`config.mk`:
```
export PLATFORM = sky130hd
export DESIGN_NAME = cam_stream_tx_flat
export DESIGN_NICKNAME = d
export VERILOG_FILES = /design/src/rtl/cam_pkg.sv /design/src/rtl/cam_stream_tx_if.sv /design/src/rtl/cam_tx_timing.sv /design/src/rtl/cam_stream_tx.sv /design/src/flat_wrapper.sv
export SDC_FILE = /design/constraint.sdc
export NUM_CORES = 1
export LEC_CHECK = 0
export BUFFER_PORTS_ARGS = -buffer_cell sky130_fd_sc_hd__buf_2
export CORE_MARGIN = 2
export CORE_UTILIZATION = 45
export CTS_BUF_LIST = sky130_fd_sc_hd__clkbuf_4 sky130_fd_sc_hd__clkbuf_8 sky130_fd_sc_hd__clkbuf_16
export CTS_CLUSTER_DIAMETER = 50
export DETAILED_ROUTE_END_ITERATION = 16
export GPL_TIMING_DRIVEN = 1
export HOLD_SLACK_MARGIN = 0.05
export PLACE_DENSITY = 0.63
export SYNTH_ARGS = -nofsm -noshare
export SYNTH_HDL_FRONTEND = slang
export SYNTH_SLANG_ARGS = --single-unit
export TNS_END_PERCENT = 20
```
`constraint.sdc`:
```
create_clock -name CAM_PCLK -period 3.7 [get_ports CAM_PCLK]
set_input_delay 0.185 -clock CAM_PCLK [delete_from_list [all_inputs] [get_ports CAM_PCLK]]
set_output_delay 0.185 -clock CAM_PCLK [all_outputs]
set_load 0.02 [all_outputs]
```
`src/rtl/cam_pkg.sv`:
```
// Shared camera-path definitions: FSM encoding, RGB444 pixel format and default frame geometry.
package cam_pkg;

  typedef enum logic [2:0] {IDLE, VS, VBP, ACT, HBL, VFP} cam_state_t;

  localparam int PIX_W     = 12;
  localparam int DEF_H_PIX = 160;
  localparam int DEF_V_PIX = 120;

  typedef logic [PIX_W-1:0] pixel_t;

  function automatic int idx_w(input int n);
    return (n > 1) ? $clog2(n) : 1;
  endfunction

  // Wire order on the camera bus: high nibble first (zero-padded), then the low byte.
  function automatic logic [7:0] px_byte(input pixel_t p, input logic second);
    return second ? p[7:0] : {4'h0, p[11:8]};
  endfunction

endpackage

```
`src/rtl/cam_stream_tx_if.sv`:
```
// Transmitter-side bus: synchronous frame-buffer read port plus the OV7670-style parallel stream.
interface cam_stream_tx_if #(parameter int AW = 15);
  import cam_pkg::*;

  logic [AW-1:0] DP_RAM_addr_out;
  pixel_t        DP_RAM_data_out;
  logic          CAM_VSYNC;
  logic          CAM_HREF;
  logic [7:0]    CAM_px_data;

  modport master (
    output DP_RAM_addr_out,
    input  DP_RAM_data_out,
    output CAM_VSYNC,
    output CAM_HREF,
    output CAM_px_data
  );

  modport slave (
    input  DP_RAM_addr_out,
    output DP_RAM_data_out,
    input  CAM_VSYNC,
    input  CAM_HREF,
    input  CAM_px_data
  );

endinterface

```
`src/rtl/cam_tx_timing.sv`:
```
// Frame/line sequencer: state, position counters, registered VSYNC/HREF/busy/frame_done.
// Also exposes next-cycle (x, y) and byte phase so the datapath can register bytes in step with HREF.
module cam_tx_timing
  import cam_pkg::*;
#(
  parameter int H_PIX   = DEF_H_PIX,
  parameter int V_PIX   = DEF_V_PIX,
  parameter int H_BLANK = 16,
  parameter int V_SYNC  = 3,
  parameter int V_BACK  = 2,
  parameter int V_FRONT = 2,
  localparam int XW     = idx_w(H_PIX),
  localparam int YW     = idx_w(V_PIX)
) (
  input  logic          clk,
  input  logic          rst,
  input  logic          run,
  output logic          act_nxt,
  output logic          second_nxt,
  output logic          vs_entry,
  output logic [XW-1:0] px_x,
  output logic [YW-1:0] px_y,
  output logic          vsync,
  output logic          href,
  output logic          frame_done,
  output logic          busy
);

  localparam int L       = 2 * H_PIX + H_BLANK;
  localparam int ACT_LEN = 2 * H_PIX;
  localparam int V_MAX   = (V_SYNC > V_BACK) ? ((V_SYNC > V_FRONT) ? V_SYNC : V_FRONT)
                                             : ((V_BACK > V_FRONT) ? V_BACK : V_FRONT);
  localparam int CW      = idx_w(V_MAX * L);

  cam_state_t    state, state_nxt;
  logic [CW-1:0] cnt, cnt_nxt, last_cnt;
  logic [YW-1:0] line, line_nxt;
  logic          run_q;

  always_comb begin
    last_cnt = '0;
    case (state)
      VS:      last_cnt = CW'(V_SYNC * L - 1);
      VBP:     last_cnt = CW'(V_BACK * L - 1);
      ACT:     last_cnt = CW'(ACT_LEN - 1);
      HBL:     last_cnt = CW'(H_BLANK - 1);
      VFP:     last_cnt = CW'(V_FRONT * L - 1);
      default: last_cnt = '0;
    endcase
  end

  always_comb begin
    state_nxt = state;
    cnt_nxt   = cnt + 1'b1;
    line_nxt  = line;
    if (state == IDLE) begin
      cnt_nxt = '0;
      if (run_q) state_nxt = VS;
    end else if (cnt == last_cnt) begin
      cnt_nxt = '0;
      case (state)
        VS:  state_nxt = VBP;
        VBP: begin
          state_nxt = ACT;
          line_nxt  = '0;
        end
        ACT: state_nxt = HBL;
        HBL: begin
          if (line != YW'(V_PIX - 1)) begin
            state_nxt = ACT;
            line_nxt  = line + 1'b1;
          end else begin
            state_nxt = VFP;
          end
        end
        VFP:     state_nxt = run_q ? VS : IDLE;
        default: state_nxt = IDLE;
      endcase
    end
  end

  assign act_nxt    = (state_nxt == ACT);
  assign second_nxt = cnt_nxt[0];
  assign vs_entry   = (state_nxt == VS) && (state != VS);
  assign px_x       = XW'(cnt_nxt >> 1);
  assign px_y       = line_nxt;

  // Outputs are registered from the next state so they change on the same edge as the state.
  always_ff @(posedge clk) begin
    if (rst) begin
      state      <= IDLE;
      cnt        <= '0;
      line       <= '0;
      run_q      <= 1'b0;
      vsync      <= 1'b0;
      href       <= 1'b0;
      frame_done <= 1'b0;
      busy       <= 1'b0;
    end else begin
      state      <= state_nxt;
      cnt        <= cnt_nxt;
      line       <= line_nxt;
      run_q      <= run;
      vsync      <= (state_nxt == VS);
      href       <= (state_nxt == ACT);
      busy       <= (state_nxt != IDLE);
      frame_done <= (state_nxt == VFP) && (cnt_nxt == CW'(V_FRONT * L - 1));
    end
  end

endmodule

```
`src/rtl/cam_stream_tx.sv`:
```
// Camera stream transmitter: replays an RGB444 frame (or a ramp) as VSYNC/HREF plus two bytes per pixel.
// Datapath: read-address generator, pixel prefetch register, pattern mux and byte serializer.
module cam_stream_tx
  import cam_pkg::*;
#(
  parameter int AW      = 15,
  parameter int H_PIX   = DEF_H_PIX,
  parameter int V_PIX   = DEF_V_PIX,
  parameter int H_BLANK = 16,
  parameter int V_SYNC  = 3,
  parameter int V_BACK  = 2,
  parameter int V_FRONT = 2
) (
  input  logic            CAM_PCLK,
  input  logic            rst,
  input  logic            run,
  input  logic            pattern_sel,
  cam_stream_tx_if.master bus,
  output logic            frame_done,
  output logic            busy
);

  localparam int XW = idx_w(H_PIX);
  localparam int YW = idx_w(V_PIX);

  logic          act_nxt, second_nxt, vs_entry;
  logic          vsync, href;
  logic [XW-1:0] px_x;
  logic [YW-1:0] px_y;
  logic          last_px;
  logic [AW-1:0] addr;
  logic          pat_q;
  pixel_t        pix_q, cur_pix;
  logic [7:0]    px_dat;

  cam_tx_timing #(
    .H_PIX   (H_PIX),
    .V_PIX   (V_PIX),
    .H_BLANK (H_BLANK),
    .V_SYNC  (V_SYNC),
    .V_BACK  (V_BACK),
    .V_FRONT (V_FRONT)
  ) u_timing (
    .clk        (CAM_PCLK),
    .rst        (rst),
    .run        (run),
    .act_nxt    (act_nxt),
    .second_nxt (second_nxt),
    .vs_entry   (vs_entry),
    .px_x       (px_x),
    .px_y       (px_y),
    .vsync      (vsync),
    .href       (href),
    .frame_done (frame_done),
    .busy       (busy)
  );

  assign last_px = (px_x == XW'(H_PIX - 1)) && (px_y == YW'(V_PIX - 1));

  // addr still names the pixel being emitted when its first byte is registered, so it doubles as the ramp value.
  assign cur_pix = pat_q ? PIX_W'(addr) : bus.DP_RAM_data_out;

  // addr moves to pixel n+1 on pixel n's first-byte edge: two clocks ahead of its use (RAM latency + output reg).
  always_ff @(posedge CAM_PCLK) begin
    if (rst) begin
      addr   <= '0;
      pat_q  <= 1'b0;
      pix_q  <= '0;
      px_dat <= '0;
    end else begin
      if (vs_entry) begin
        addr  <= '0;
        pat_q <= pattern_sel;
      end
      if (act_nxt && !second_nxt) begin
        px_dat <= px_byte(cur_pix, 1'b0);
        pix_q  <= cur_pix;
        if (!last_px) addr <= addr + 1'b1;
      end else if (act_nxt) begin
        px_dat <= px_byte(pix_q, 1'b1);
      end else begin
        px_dat <= '0;
      end
    end
  end

  assign bus.DP_RAM_addr_out = addr;
  assign bus.CAM_VSYNC       = vsync;
  assign bus.CAM_HREF        = href;
  assign bus.CAM_px_data     = px_dat;

endmodule
```
`src/flat_wrapper.sv`:
```
// flat-port wrapper written by rule: the top's interface ports become plain ports
module cam_stream_tx_flat import cam_pkg::*;
#(
  parameter int AW      = 15,
  parameter int H_PIX   = DEF_H_PIX,
  parameter int V_PIX   = DEF_V_PIX,
  parameter int H_BLANK = 16,
  parameter int V_SYNC  = 3,
  parameter int V_BACK  = 2,
  parameter int V_FRONT = 2
)
  (CAM_PCLK, rst, run, pattern_sel, frame_done, busy, bus_DP_RAM_addr_out, bus_DP_RAM_data_out, bus_CAM_VSYNC, bus_CAM_HREF, bus_CAM_px_data);
  cam_stream_tx_if #(.AW(AW)) bus_i ();
  input  logic CAM_PCLK;
  input  logic rst;
  input  logic run;
  input  logic pattern_sel;
  output logic frame_done;
  output logic busy;
  output wire logic [$bits(bus_i.DP_RAM_addr_out)-1:0] bus_DP_RAM_addr_out;
  input wire logic [$bits(bus_i.DP_RAM_data_out)-1:0] bus_DP_RAM_data_out;
  output wire logic [$bits(bus_i.CAM_VSYNC)-1:0] bus_CAM_VSYNC;
  output wire logic [$bits(bus_i.CAM_HREF)-1:0] bus_CAM_HREF;
  output wire logic [$bits(bus_i.CAM_px_data)-1:0] bus_CAM_px_data;
  assign bus_DP_RAM_addr_out = bus_i.DP_RAM_addr_out;
  assign bus_i.DP_RAM_data_out = bus_DP_RAM_data_out;
  assign bus_CAM_VSYNC = bus_i.CAM_VSYNC;
  assign bus_CAM_HREF = bus_i.CAM_HREF;
  assign bus_CAM_px_data = bus_i.CAM_px_data;
  cam_stream_tx #(.AW(AW), .H_PIX(H_PIX), .V_PIX(V_PIX), .H_BLANK(H_BLANK), .V_SYNC(V_SYNC), .V_BACK(V_BACK), .V_FRONT(V_FRONT)) u_core (.CAM_PCLK(CAM_PCLK), .rst(rst), .run(run), .pattern_sel(pattern_sel), .bus(bus_i), .frame_done(frame_done), .busy(busy));
endmodule
```
* Word-level counts from Yosys, hierarchy flattened
Cells that the tools add are included.
** Storage, ports and cells
- Flip-flop bits (word level) :: 57
- Input port bits :: 16
- Output and inout port bits :: 27
- Logic and storage cells :: 59
** Cells by class
- $add $sub $neg :: 3
- Equal/unequal tests :: 14
- Muxes and demuxes :: 19
- Bitwise logic cells :: 1
- Reductions and logical operators :: 9
** Operators by type and width (number)
- 15-bit 2-to-1 mux :: 3
- 10-bit one-hot mux with 4 select lines :: 1
- 7-bit 2-to-1 mux :: 3
- 10-bit 2-to-1 mux :: 2
- 15-bit by 1-bit adder with 15-bit output (second input constant) :: 1
- 3-bit one-hot mux with 5 select lines :: 1
- 7-bit one-hot mux with 2 select lines :: 1
- 12-bit 2-to-1 mux :: 1
- 3-bit 2-to-1 mux :: 4
- 10-bit by 1-bit adder with 10-bit output (second input constant) :: 1
- 10-bit == test :: 1
- 10-bit == test (second input constant) :: 1
- 3-bit by 2-bit == test with 1-bit output (second input constant) :: 3
- 3-bit == test (second input constant) :: 3
- 8-bit == test (second input constant) :: 1
- 4-bit 2-to-1 mux :: 2
- 7-bit by 1-bit adder with 7-bit output (second input constant) :: 1
- 7-bit == test (second input constant) :: 1
- 7-bit != test (second input constant) :: 1
- 3-bit by 1-bit == test with 1-bit output (second input constant) :: 2
- 1-bit logical AND :: 4
- 3-bit zero test :: 1
- 3-bit by 1-bit != test with 1-bit output (second input constant) :: 1
- 3-bit nonzero test :: 1
- other kinds (5) :: 5

* Longest topological paths before layout
Gate-level depths: netlist of run 1.
- Depth after elaboration :: 11
- Gate-level depth with buffers :: 12
- Gate-level depth less buffers :: 10

* Hierarchy
A second synthesis of run 1 with hierarchy kept.
** Second synthesis, totals
- Cells, all modules :: 401
- Area total of the unflattened synthesis :: 3399.5 um^2
** By module, submodules not included
- cam_tx_timing :: instances 1, cells each 224, area an instance 1735.4 um^2, seq. area each 500.5 um^2
- cam_stream_tx :: instances 1, cells each 177, area an instance 1664.1 um^2, seq. area each 640.6 um^2

* Worst setup path before layout of run 1
OpenSTA, ideal clock, no wires.
- Path type :: register to register
- Start :: register u_core.u_timing.line[0]
- End :: register u_core.addr[12], in the netlist u_core.bus.DP_RAM_addr_out[12]
- Data arrival time :: 2.604 ns
- Path slack :: 0.975 ns
- Stages on the path, launching flop included :: 12
- Path through :: dfxtp_1 ha_1 nand4_1 or3_1 o21ai_1 nand3b_1 a22o_1 nand3_2 o211a_4 buf_6 and3_1 a221o_1
** On the way
- Longest elaborated chain between the ends :: 10
** Ends and longest elaborated chain
- start, declared :: RTL line cam_tx_timing.sv:37 : logic [YW-1:0] line, line_nxt;
- start signal, assigned :: RTL line cam_tx_timing.sv:102 : line <= line_nxt;
- branches (longest 9 deep; another with 7-bit by 1-bit adder with 7-bit output)
- 15-bit 2-to-1 mux (*) :: RTL line cam_stream_tx.sv:75 : if (act_nxt && !second_nxt) begin
- end signal, assigned :: RTL line cam_stream_tx.sv:78 : if (!last_px) addr <= addr + 1'b1;
- end, declared :: RTL line cam_stream_tx.sv:31 : logic [AW-1:0] addr;
Mark *: on every way between the ends.
A chain may end at the register's enable or synchronous reset.

* Worst setup path after layout of run 1
- Start :: register u_core.u_timing.state[1]
- End :: register u_core.addr[12], in the netlist u_core.bus.DP_RAM_addr_out[12]
** On the way
- Longest elaborated chain between the ends :: 11
** Ends and longest elaborated chain
- start, declared :: RTL line cam_tx_timing.sv:35 : cam_state_t state, state_nxt;
- start signal, assigned :: RTL line cam_tx_timing.sv:100 : state <= state_nxt;
- 3-bit == test / 3-bit by 2-bit == test with 1-bit output (equally long branches) :: RTL line cam_tx_timing.sv:42, cam_tx_timing.sv:61
- 2-bit OR reduction (no line)
- 10-bit one-hot mux with 4 select lines :: RTL line cam_tx_timing.sv:42 : case (state)
- 10-bit == test :: RTL line cam_tx_timing.sv:59 : end else if (cnt == last_cnt) begin
- 3-bit 2-to-1 mux :: RTL line cam_tx_timing.sv:59
- 3-bit 2-to-1 mux :: RTL line cam_tx_timing.sv:56 : if (state == IDLE) begin
- 3-bit by 1-bit == test with 1-bit output :: RTL line cam_tx_timing.sv:84 : assign vs_entry = (state_nxt == VS) && (state != VS);
- 1-bit logical AND :: RTL line cam_tx_timing.sv:84
- 15-bit 2-to-1 mux :: RTL line cam_stream_tx.sv:71 : if (vs_entry) begin
- 15-bit 2-to-1 mux :: RTL line cam_stream_tx.sv:78
- 15-bit 2-to-1 mux (*) :: RTL line cam_stream_tx.sv:75
Mark *: on every way between the ends. The rest lies on a longest branch, timed or not.

==> results of run 1 <==
==> per-stage QoR <==
stage               hold slack [ns]  worst slack [ns]  utilization, %
finish                      0.08881            0.3097           53.99
global route                0.09007           0.07719           53.99
detailed placement           0.3971            0.3647           50.33
global placement             0.3934            0.3958           50.33
CTS                         0.07614            0.3542           53.99
floorplan                    0.3132            0.9746               -
==> flip-flops by register name (all words and copies together), names as in the netlist <==
signal,count
u_core.u_timing.cnt,10
u_core.u_timing.frame_done,1
u_core.u_timing.run_q,1
u_core.u_timing.vsync,1
u_core.u_timing.busy,1
u_core.u_timing.href,1
u_core.u_timing.state,3
u_core.pat_q,1
u_core.bus.CAM_px_data,8
u_core.pix_q,8
u_core.bus.DP_RAM_addr_out,15
u_core.u_timing.line,7
==> area by class of cell <==
| type | count | area, µm² | area share, % |
|---|---|---|---|
| Multi-Input combinational cell | 264 | 1735 | 49.77 |
| Sequential cell | 57 | 1141 | 32.72 |
| Timing Repair Buffer | 45 | 235.2 | 6.746 |
| Clock buffer | 9 | 123.9 | 3.552 |
| Clock inverter | 7 | 102.6 | 2.942 |
| Tap cell | 77 | 96.34 | 2.763 |
| Inverter | 14 | 52.55 | 1.507 |
==> metal layers <==
layer | GRT usage [%] | vias up | part of all wire, %
met4 | 7.670 | 0 | 1.7
met1 | 28.77 | 1230 | 50
li1 | - | 1356 | -
met5 | 0 | - | 0
met3 | 4.571 | 9 | 4.6
met2 | 26.99 | 56 | 43
==> path summary, 6_finish.rpt <==
kind,slack (ns),depth (start not counted),from,to
worst min-delay path,0.09,3,pattern_sel,u_core.pat_q$_SDFFE_PP0P_
worst min register to register,0.48,1,u_core.pix_q[4]$_SDFFE_PP0P_,u_core.bus.CAM_px_data[4]$_SDFF_PP0_
worst max-delay path,0.31,8,u_core.u_timing.state[1]$_SDFF_PP0_,u_core.bus.DP_RAM_addr_out[12]$_SDFF_PP0_
worst max register to register,0.31,8,u_core.u_timing.state[1]$_SDFF_PP0_,u_core.bus.DP_RAM_addr_out[12]$_SDFF_PP0_
==> synth_stat cells, types with 8 or more instances <==
cell type / n
dfxtp_1: 57
nor2_1: 50
and3_1: 21
nand2_1: 20
nand3_1: 17
a21oi_1: 16
mux2i_1: 16
a221o_1: 14
inv_1: 13
clkbuf_1: 12
nor3_1: 11
a211oi_1: 9
or3_1: 8
xnor2_1: 8
==> worst min-delay path, delay by kind of cell <==
family / cells / cell delay (ns)
simple gates: 1 / 0.07
buf+inv: 1 / 0.08
mux: 1 / 0.06
==> where the power goes <==
part	leakage (nW)	internal, mW	switching [mW]
logic	0.883	0.194	0.338
clock network	0.110	0.384	0.274
registers	0.461	0.675	0.0798
total	1.45	1.25	0.692
==> kinds of logic (layout without fill, tap and decap cells) <==
group                    Yosys count  in the layout  share of synthesized area (%)
XOR/XNOR                          10             10                          2.882
AO/OA/AOI/OAI                     70             70                          18.94
AND/OR/NAND/NOR                  164            164                          28.41
adder cells (fa/ha/maj)            3              3                          1.235
flip-flops                        57             57                          37.55
buffers and inverters             34             75                          5.352
multiplexers                      17             17                          5.640
==> timing repair <==
item                      CTS  global route
hold endpoints to repair    1             0
gates resized for setup     0             0
hold buffers                1             0
==> out/results.txt, run 1 <==
WP data required: 3.93 ns
largest net degree at the start of global routing: 26
sequential share of the synthesized area: 37.55%
Core Box Area: 0.006459 mm²
Pre-antenna DRT Iters: 4
Max-slew headroom: 54.20%
sequence of cells on the critical path: nand2b_1, a21oi_1, o2111a_1, and2_1, nand3_1, a211oi_2, nor3b_4, a221o_1
vias in the first global route: 2286
filler cell count: 617
Tot GR Track Use: 19.40%
Yosys top cell by area: dfxtp_1
Max clock buf depth: 2
cell family with most CP delay: compound AO/OA/AOI/OAI gates
CP bufs+invs: 0
CTS tree: built
Worst path max stage delay: 0.73 ns
CTS H-Tree Depth: 3
Pwr Total: 1.945 mW
Ys Warns: 0
Layout Skew: 0.01201 ns
Max-Cap Viols: 0
Num CTS Buffers: 9
Design Area, Final: 0.003487 mm²
asr flop ratio synth: 0%
drt initial violations: 290
final setup violating endpoints: 0
Die Area: 0.007427 mm²
Avg Inst Size Synth: 8.561 µm²
Finished Layout Cells: 473
top post-synthesis cells by area: dfxtp_1 (38%), nor2_1 (6.2%), mux2i_1 (5.3%), a221o_1 (4.6%), and3_1 (4.3%)
Critical Path Sink Type: register
clk slew on worst S/H paths: 0.07 ns
DRC errors left: 0
die height: 86.18 µm
VDD IR max: 0.2747 mV
RSZ-0062 raised after global routing: false
Net Count, Synth: 374
Post-Place Cells: 456
antenna violations before repair: 0
final worst path period share: 91.63%
Final Net Count: 410
# rows: 29
Critical-path top delay cell: dfxtp_1
crit-path max FO: 18
Synth Cell Area: 0.003039 mm²
P per Cell Area: 557.7 mW/mm²
Die W: 86.18 µm
GPL Wtd Cong: 0.8972
final-report hold violation count: 0
Top FF cell, synth: dfxtp_1
most common cell after layout, fill and taps aside: dfxtp_1
Fmax: 0.2950 GHz
layout cell share with drive strength beyond 1: 19.95%
Placed Area: 0.003251 mm²
Root Buffer: clkbuf_8
setup bufs post-CTS: 0
Worst setup SP type: register
most frequent cells in the layout: dfxtp_1 (57), nor2_1 (50), buf_2 (42)
WL/cell: 14.81 µm
CP Data Arrival Time: 3.62 ns
EDFF count, synth: 0
Yosys cell types: 57
total negative slack: 0 ns
LEAKAGE: 1.454 nW
clk sinks: 57
detailed-placement wirelength estimate: 5079 µm
status: complete, no violations
top-level port count: 43
Ant. Diodes: 0
Synth-to-Final Area Change: 14.74%
gr ovfl total: 0
Crit Path Category: register to register
Initial Utilization: 47.06%
Tightest Hold Check Type: input port to register
first-pass GRT wire length: 11450 µm
crit path time final: 3.390 ns
Post-DRT Antenna Nets: 0
I/O Buffers: 42
Clk Latency, worst-skew pair: 0.34 ns
vias per inst: 5.605
WL final: 7003 µm
Synth Register Bits: 57
top-area cell type share of the netlist area: 37.55%
Least-Margin Pin Slew: 0.6817 ns
Via Count: 2651
Pins Over Slew Limit: 0
Syn Inst Count: 355
(Power assumes the default switching activity.)
==> run 2: changes to the inputs <==
--- a/config.mk
+++ b/config.mk
@@ -11,7 +11,7 @@
 export CTS_BUF_LIST = sky130_fd_sc_hd__clkbuf_4 sky130_fd_sc_hd__clkbuf_8 sky130_fd_sc_hd__clkbuf_16
 export CTS_CLUSTER_DIAMETER = 50
 export DETAILED_ROUTE_END_ITERATION = 16
-export GPL_TIMING_DRIVEN = 1
+export GPL_TIMING_DRIVEN = 0
 export HOLD_SLACK_MARGIN = 0.05
 export PLACE_DENSITY = 0.63
 export SYNTH_ARGS = -nofsm -noshare
==> out/results.txt, run 2 (synthesis gave the netlist of run 1 again) <==
status: complete, no violations
Least-Margin Pin Slew: 0.8241 ns
crit-path max FO: 10
die height: 86.18 µm
vias in the first global route: 2418
# rows: 29
Pre-antenna DRT Iters: 4
drt initial violations: 210
clk slew on worst S/H paths: 0.07 ns
CP bufs+invs: 1
max reg flops: 15
crit path time final: 3.233 ns
gr ovfl total: 0
Critical-path top delay cell: dfxtp_1
Layout Skew: 0.01282 ns
worst-case reg-to-reg path depth: 10
first-pass GRT wire length: 11980 µm
Tot GR Track Use: 20.60%
Crit Path Category: register to register
Layout Utilization: 55.85%
LEAKAGE: 1.517 nW
Worst setup SP type: register
RSZ-0062 raised after global routing: false
filler cell count: 643
Die W: 86.18 µm
Max-Cap Viols: 0
final-report hold violation count: 0
P per Cell Area: 579.8 mW/mm²
Worst path max stage delay: 0.45 ns
final hold slack: 0.09247 ns
vias per inst: 5.597
most frequent cells in the layout: dfxtp_1 (57), nor2_1 (50), buf_2 (46)
final worst path period share: 87.37%
hold path cells: 3
top-level port count: 43
CTS tree: built
layout cell share with drive strength beyond 1: 20.53%
Fmax: 0.3094 GHz
most common cell after layout, fill and taps aside: dfxtp_1
largest net degree at the start of global routing: 13
Core Box Area: 0.006459 mm²
Synth-to-Final Area Change: 18.69%
pre-CTS worst setup slack: 0.5377 ns
CP Data Arrival Time: 3.46 ns
r2r startpoint: u_core.u_timing.line[0]$_SDFF_PP0_
VDD IR max: 0.2979 mV
Post-DRT Antenna Nets: 0
Pins Over Slew Limit: 0
Max-slew headroom: 44.64%
Max clock buf depth: 2
detailed-placement wirelength estimate: 5358 µm
Post-Place Cells: 474
Critical Path Sink Type: register
Initial Utilization: 47.06%
I/O Buffers: 42
worst setup margin: 0.4674 ns
final setup violating endpoints: 0
WL/cell: 14.84 µm
Hold EP: u_core.pat_q$_SDFFE_PP0P_
Num CTS Buffers: 9
WP data required: 3.92 ns
GPL Wtd Cong: 0.8596
Root Buffer: clkbuf_8
WL final: 7284 µm
Final Net Count: 428
Ant. Diodes: 0
sequence of cells on the critical path: ha_1, nand4_1, or3_1, o21ai_1, nand3b_1, o21a_1, nand3_2, o211a_4, clkbuf_1, a221o_1
clk sinks: 57
R2R Path End: u_core.bus.DP_RAM_addr_out[12]$_SDFF_PP0_
DRC errors left: 0
Clk Latency, worst-skew pair: 0.35 ns
total negative slack: 0 ns
antenna violations before repair: 0
R2R setup slack: 0.47 ns
Tightest Hold Check Type: input port to register
cell family with most CP delay: compound AO/OA/AOI/OAI gates
Finished Layout Cells: 491
Die Area: 0.007427 mm²
CTS H-Tree Depth: 3
Via Count: 2748
hold_sp: pattern_sel
-- run 2: metal layers --
| layer | global-route usage [%] | part of all wire [%] |
|---|---|---|
| met5 | 0 | 0 |
| met4 | 7.244 | 0.66 |
| met3 | 4.286 | 4.9 |
| met2 | 28.68 | 43 |
| met1 | 31.28 | 51 |
-- run 2: worst reg2reg max path, stage by stage (launching register included) --
cell      delay, ns
dfxtp_1        0.45
ha_1           0.26
nand4_1        0.11
or3_1          0.45
o21ai_1        0.34
nand3b_1       0.27
o21a_1         0.21
nand3_2        0.11
o211a_4        0.30
clkbuf_1       0.24
a221o_1        0.38
-- run 2: per-stage QoR --
stage | instance area (µm²) | power [mW]
floorplan | 3039 | 1.201
global route | 3607 | 2.208
finish | 3607 | 2.091
CTS | 3607 | 2.097
global placement | 3346 | 1.353
detailed placement | 3346 | 1.356
-- run 2: final cells by class --
class | instances | area [µm²] | share of cell area (%)
Timing Repair Buffer | 43 | 220.2 | 6.105
Clock buffer | 9 | 123.9 | 3.434
Clock inverter | 7 | 127.6 | 3.538
Buffer | 20 | 110.1 | 3.052
Sequential cell | 57 | 1141 | 31.63
Tap cell | 77 | 96.34 | 2.671
Inverter | 14 | 52.55 | 1.457
Multi-Input combinational cell | 264 | 1735 | 48.11
-- run 2: worst max path at each step --
stage | from | end | slack [ns] | cells after the start
final | u_core.u_timing.line[0]$_SDFF_PP0_ | u_core.bus.DP_RAM_addr_out[12]$_SDFF_PP0_ | 0.47 | 10
after global routing | u_core.u_timing.line[0]$_SDFF_PP0_ | u_core.bus.DP_RAM_addr_out[12]$_SDFF_PP0_ | 0.31 | 10
after CTS | u_core.u_timing.line[0]$_SDFF_PP0_ | u_core.bus.DP_RAM_addr_out[12]$_SDFF_PP0_ | 0.50 | 10
after detailed placement | u_core.u_timing.line[0]$_SDFF_PP0_ | u_core.bus.DP_RAM_addr_out[12]$_SDFF_PP0_ | 0.54 | 10
after global placement | u_core.u_timing.line[0]$_SDFF_PP0_ | u_core.bus.DP_RAM_addr_out[7]$_SDFF_PP0_ | 0.51 | 10
after floorplan | u_core.u_timing.line[0]$_SDFF_PP0_ | u_core.bus.DP_RAM_addr_out[12]$_SDFF_PP0_ | 0.97 | 11
-- run 2: what timing repair did --
item | 4_1_cts | 5_1_grt
gates resized for setup | 0 | 0
hold buffers | 1 | 0
endpoints found under the setup margin | 0 | 0
buffers inserted | 0 | 0
hold endpoints to repair | 1 | 0
-- run 2: power breakdown --
group	leakage, nW	internal, mW	total (mW)	switching (mW)
combinational	0.931	0.231	0.639	0.408
clock	0.126	0.455	0.736	0.281
sequential	0.461	0.675	0.716	0.0413
==> run 3: changes to the inputs <==
==> constraint.sdc (replaced) <==
create_clock -name CAM_PCLK -period 4 [get_ports CAM_PCLK]
set_input_delay 0.2 -clock CAM_PCLK [delete_from_list [all_inputs] [get_ports CAM_PCLK]]
set_output_delay 0.2 -clock CAM_PCLK [all_outputs]
set_load 0.02 [all_outputs]
==> out/results.txt, run 3 (synthesis gave the netlist of run 1 again) <==
Worst path max stage delay: 0.45 ns
LEAKAGE: 1.513 nW
Pre-antenna DRT Iters: 4
clk slew on worst S/H paths: 0.07 ns
antenna violations before repair: 0
R2R Path End: u_core.bus.DP_RAM_addr_out[12]$_SDFF_PP0_
VDD IR max: 0.2718 mV
layout cell share with drive strength beyond 1: 20.58%
CP bufs+invs: 1
WL/cell: 14.89 µm
Die Area: 0.007427 mm²
worst setup margin: 0.7737 ns
final setup violating endpoints: 0
Critical Path Sink Type: register
die height: 86.18 µm
Fmax: 0.3100 GHz
Hold-fix buffers, CTS: 0
pre-CTS worst setup slack: 0.8377 ns
Worst setup SP type: register
cts repair resizes: 0
crit path to: u_core.bus.DP_RAM_addr_out[12]$_SDFF_PP0_
most common cell after layout, fill and taps aside: dfxtp_1
setup bufs post-CTS: 0
r2r startpoint: u_core.u_timing.line[0]$_SDFF_PP0_
final-report hold violation count: 0
CTS H-Tree Depth: 3
Levels on crit path: 10
CTS tree: built
most frequent cells in the layout: dfxtp_1 (57), nor2_1 (50), buf_2 (46)
filler cell count: 644
Max-slew headroom: 45.92%
Design Area, Final: 0.003597 mm²
first-pass GRT wire length: 11990 µm
GPL Wtd Cong: 0.8596
Clk Latency, worst-skew pair: 0.34 ns
Critical-path top delay cell: dfxtp_1
Initial Utilization: 47.06%
detailed-placement wirelength estimate: 5358 µm
clk sinks: 57
status: complete, no violations
R2R setup slack: 0.77 ns
WP data required: 4.22 ns
Die W: 86.18 µm
Tot GR Track Use: 20.62%
crit path time final: 3.226 ns
Placed Area: 0.003346 mm²
crit-path max FO: 10
Final Net Count: 427
# rows: 29
final worst path period share: 80.66%
Pwr Total: 1.935 mW
Max-Cap Viols: 0
DRC errors left: 0
RSZ-0062 raised after global routing: false
vias per inst: 5.592
Worst Setup SP: u_core.u_timing.line[0]$_SDFF_PP0_
vias in the first global route: 2424
Num CTS Buffers: 9
Least-Margin Pin Slew: 0.8050 ns
P per Cell Area: 538.0 mW/mm²
Synth-to-Final Area Change: 18.36%
WL final: 7298 µm
cell family with most CP delay: compound AO/OA/AOI/OAI gates
worst-case reg-to-reg path depth: 10
gr ovfl total: 0
Layout Skew: 0.01282 ns
Via Count: 2740
Core Box Area: 0.006459 mm²
CP Data Arrival Time: 3.45 ns
I/O Buffers: 42
largest net degree at the start of global routing: 13
Root Buffer: clkbuf_8
drt initial violations: 203
top-level port count: 43
sequence of cells on the critical path: ha_1, nand4_1, or3_1, o21ai_1, nand3b_1, o21a_1, nand3_2, o211a_4, clkbuf_1, a221o_1
Tightest Hold Check Type: input port to register
total negative slack: 0 ns
Max clock buf depth: 2
Ant. Diodes: 0
Pins Over Slew Limit: 0
max reg flops: 15
Post-DRT Antenna Nets: 0
Crit Path Category: register to register
-- run 3: final cells by class --
| class | count | area, µm² | share of cell area [%] |
|---|---|---|---|
| well taps | 77 | 96.34 | 2.678 |
| flip-flops and latches | 57 | 1141 | 31.72 |
| inverters | 14 | 52.55 | 1.461 |
| plain buffers | 20 | 110.1 | 3.061 |
| clock inverters | 7 | 127.6 | 3.548 |
| multi-input cells | 264 | 1735 | 48.24 |
| clock buffers | 9 | 123.9 | 3.443 |
| repair buffers | 42 | 210.2 | 5.843 |
-- run 3: how the worst min path moves through the flow --
stage / from / endpoint / slack, ns / cells after the start
floorplan: run / u_core.u_timing.run_q$_SDFF_PP0_ / 0.33 / 1
global route: run / u_core.u_timing.run_q$_SDFF_PP0_ / 0.09 / 2
global placement: run / u_core.u_timing.run_q$_SDFF_PP0_ / 0.42 / 2
CTS: run / u_core.u_timing.run_q$_SDFF_PP0_ / 0.06 / 2
finish: run / u_core.u_timing.run_q$_SDFF_PP0_ / 0.07 / 2
detailed placement: run / u_core.u_timing.run_q$_SDFF_PP0_ / 0.41 / 2
-- run 3: per-layer routing --
layer	track usage, %	up-vias	wire, µm
li1	-	1400	-
met1	31.34	1270	3753
met2	28.68	66	3139
met3	4.286	4	353
met4	7.244	0	51
met5	0	-	0
-- run 3: power by group --
part / switching (mW) / internal [mW] / total, mW
Sequential: 0.0378 / 0.624 / 0.662
Combinational: 0.381 / 0.213 / 0.594
Clock: 0.258 / 0.421 / 0.679
-- run 3: stage by stage --
stage / utilization (%) / instances / hold WS, ns
5_1_grt: 55.70 / 490 / 0.09361
3_3_place_gp: 51.80 / 474 / 0.4166
4_1_cts: 55.70 / 490 / 0.06024
3_5_place_dp: 51.80 / 474 / 0.4146
2_1_floorplan: - / 355 / 0.3282
6_report: 55.70 / 490 / 0.07105
-- run 3: worst reg2reg max path, stage by stage, from the launching register on --
cell and delay (ns):
dfxtp_1 0.45, ha_1 0.26, nand4_1 0.11, or3_1 0.45, o21ai_1 0.34, nand3b_1 0.27
o21a_1 0.20, nand3_2 0.11, o211a_4 0.30, clkbuf_1 0.24, a221o_1 0.38
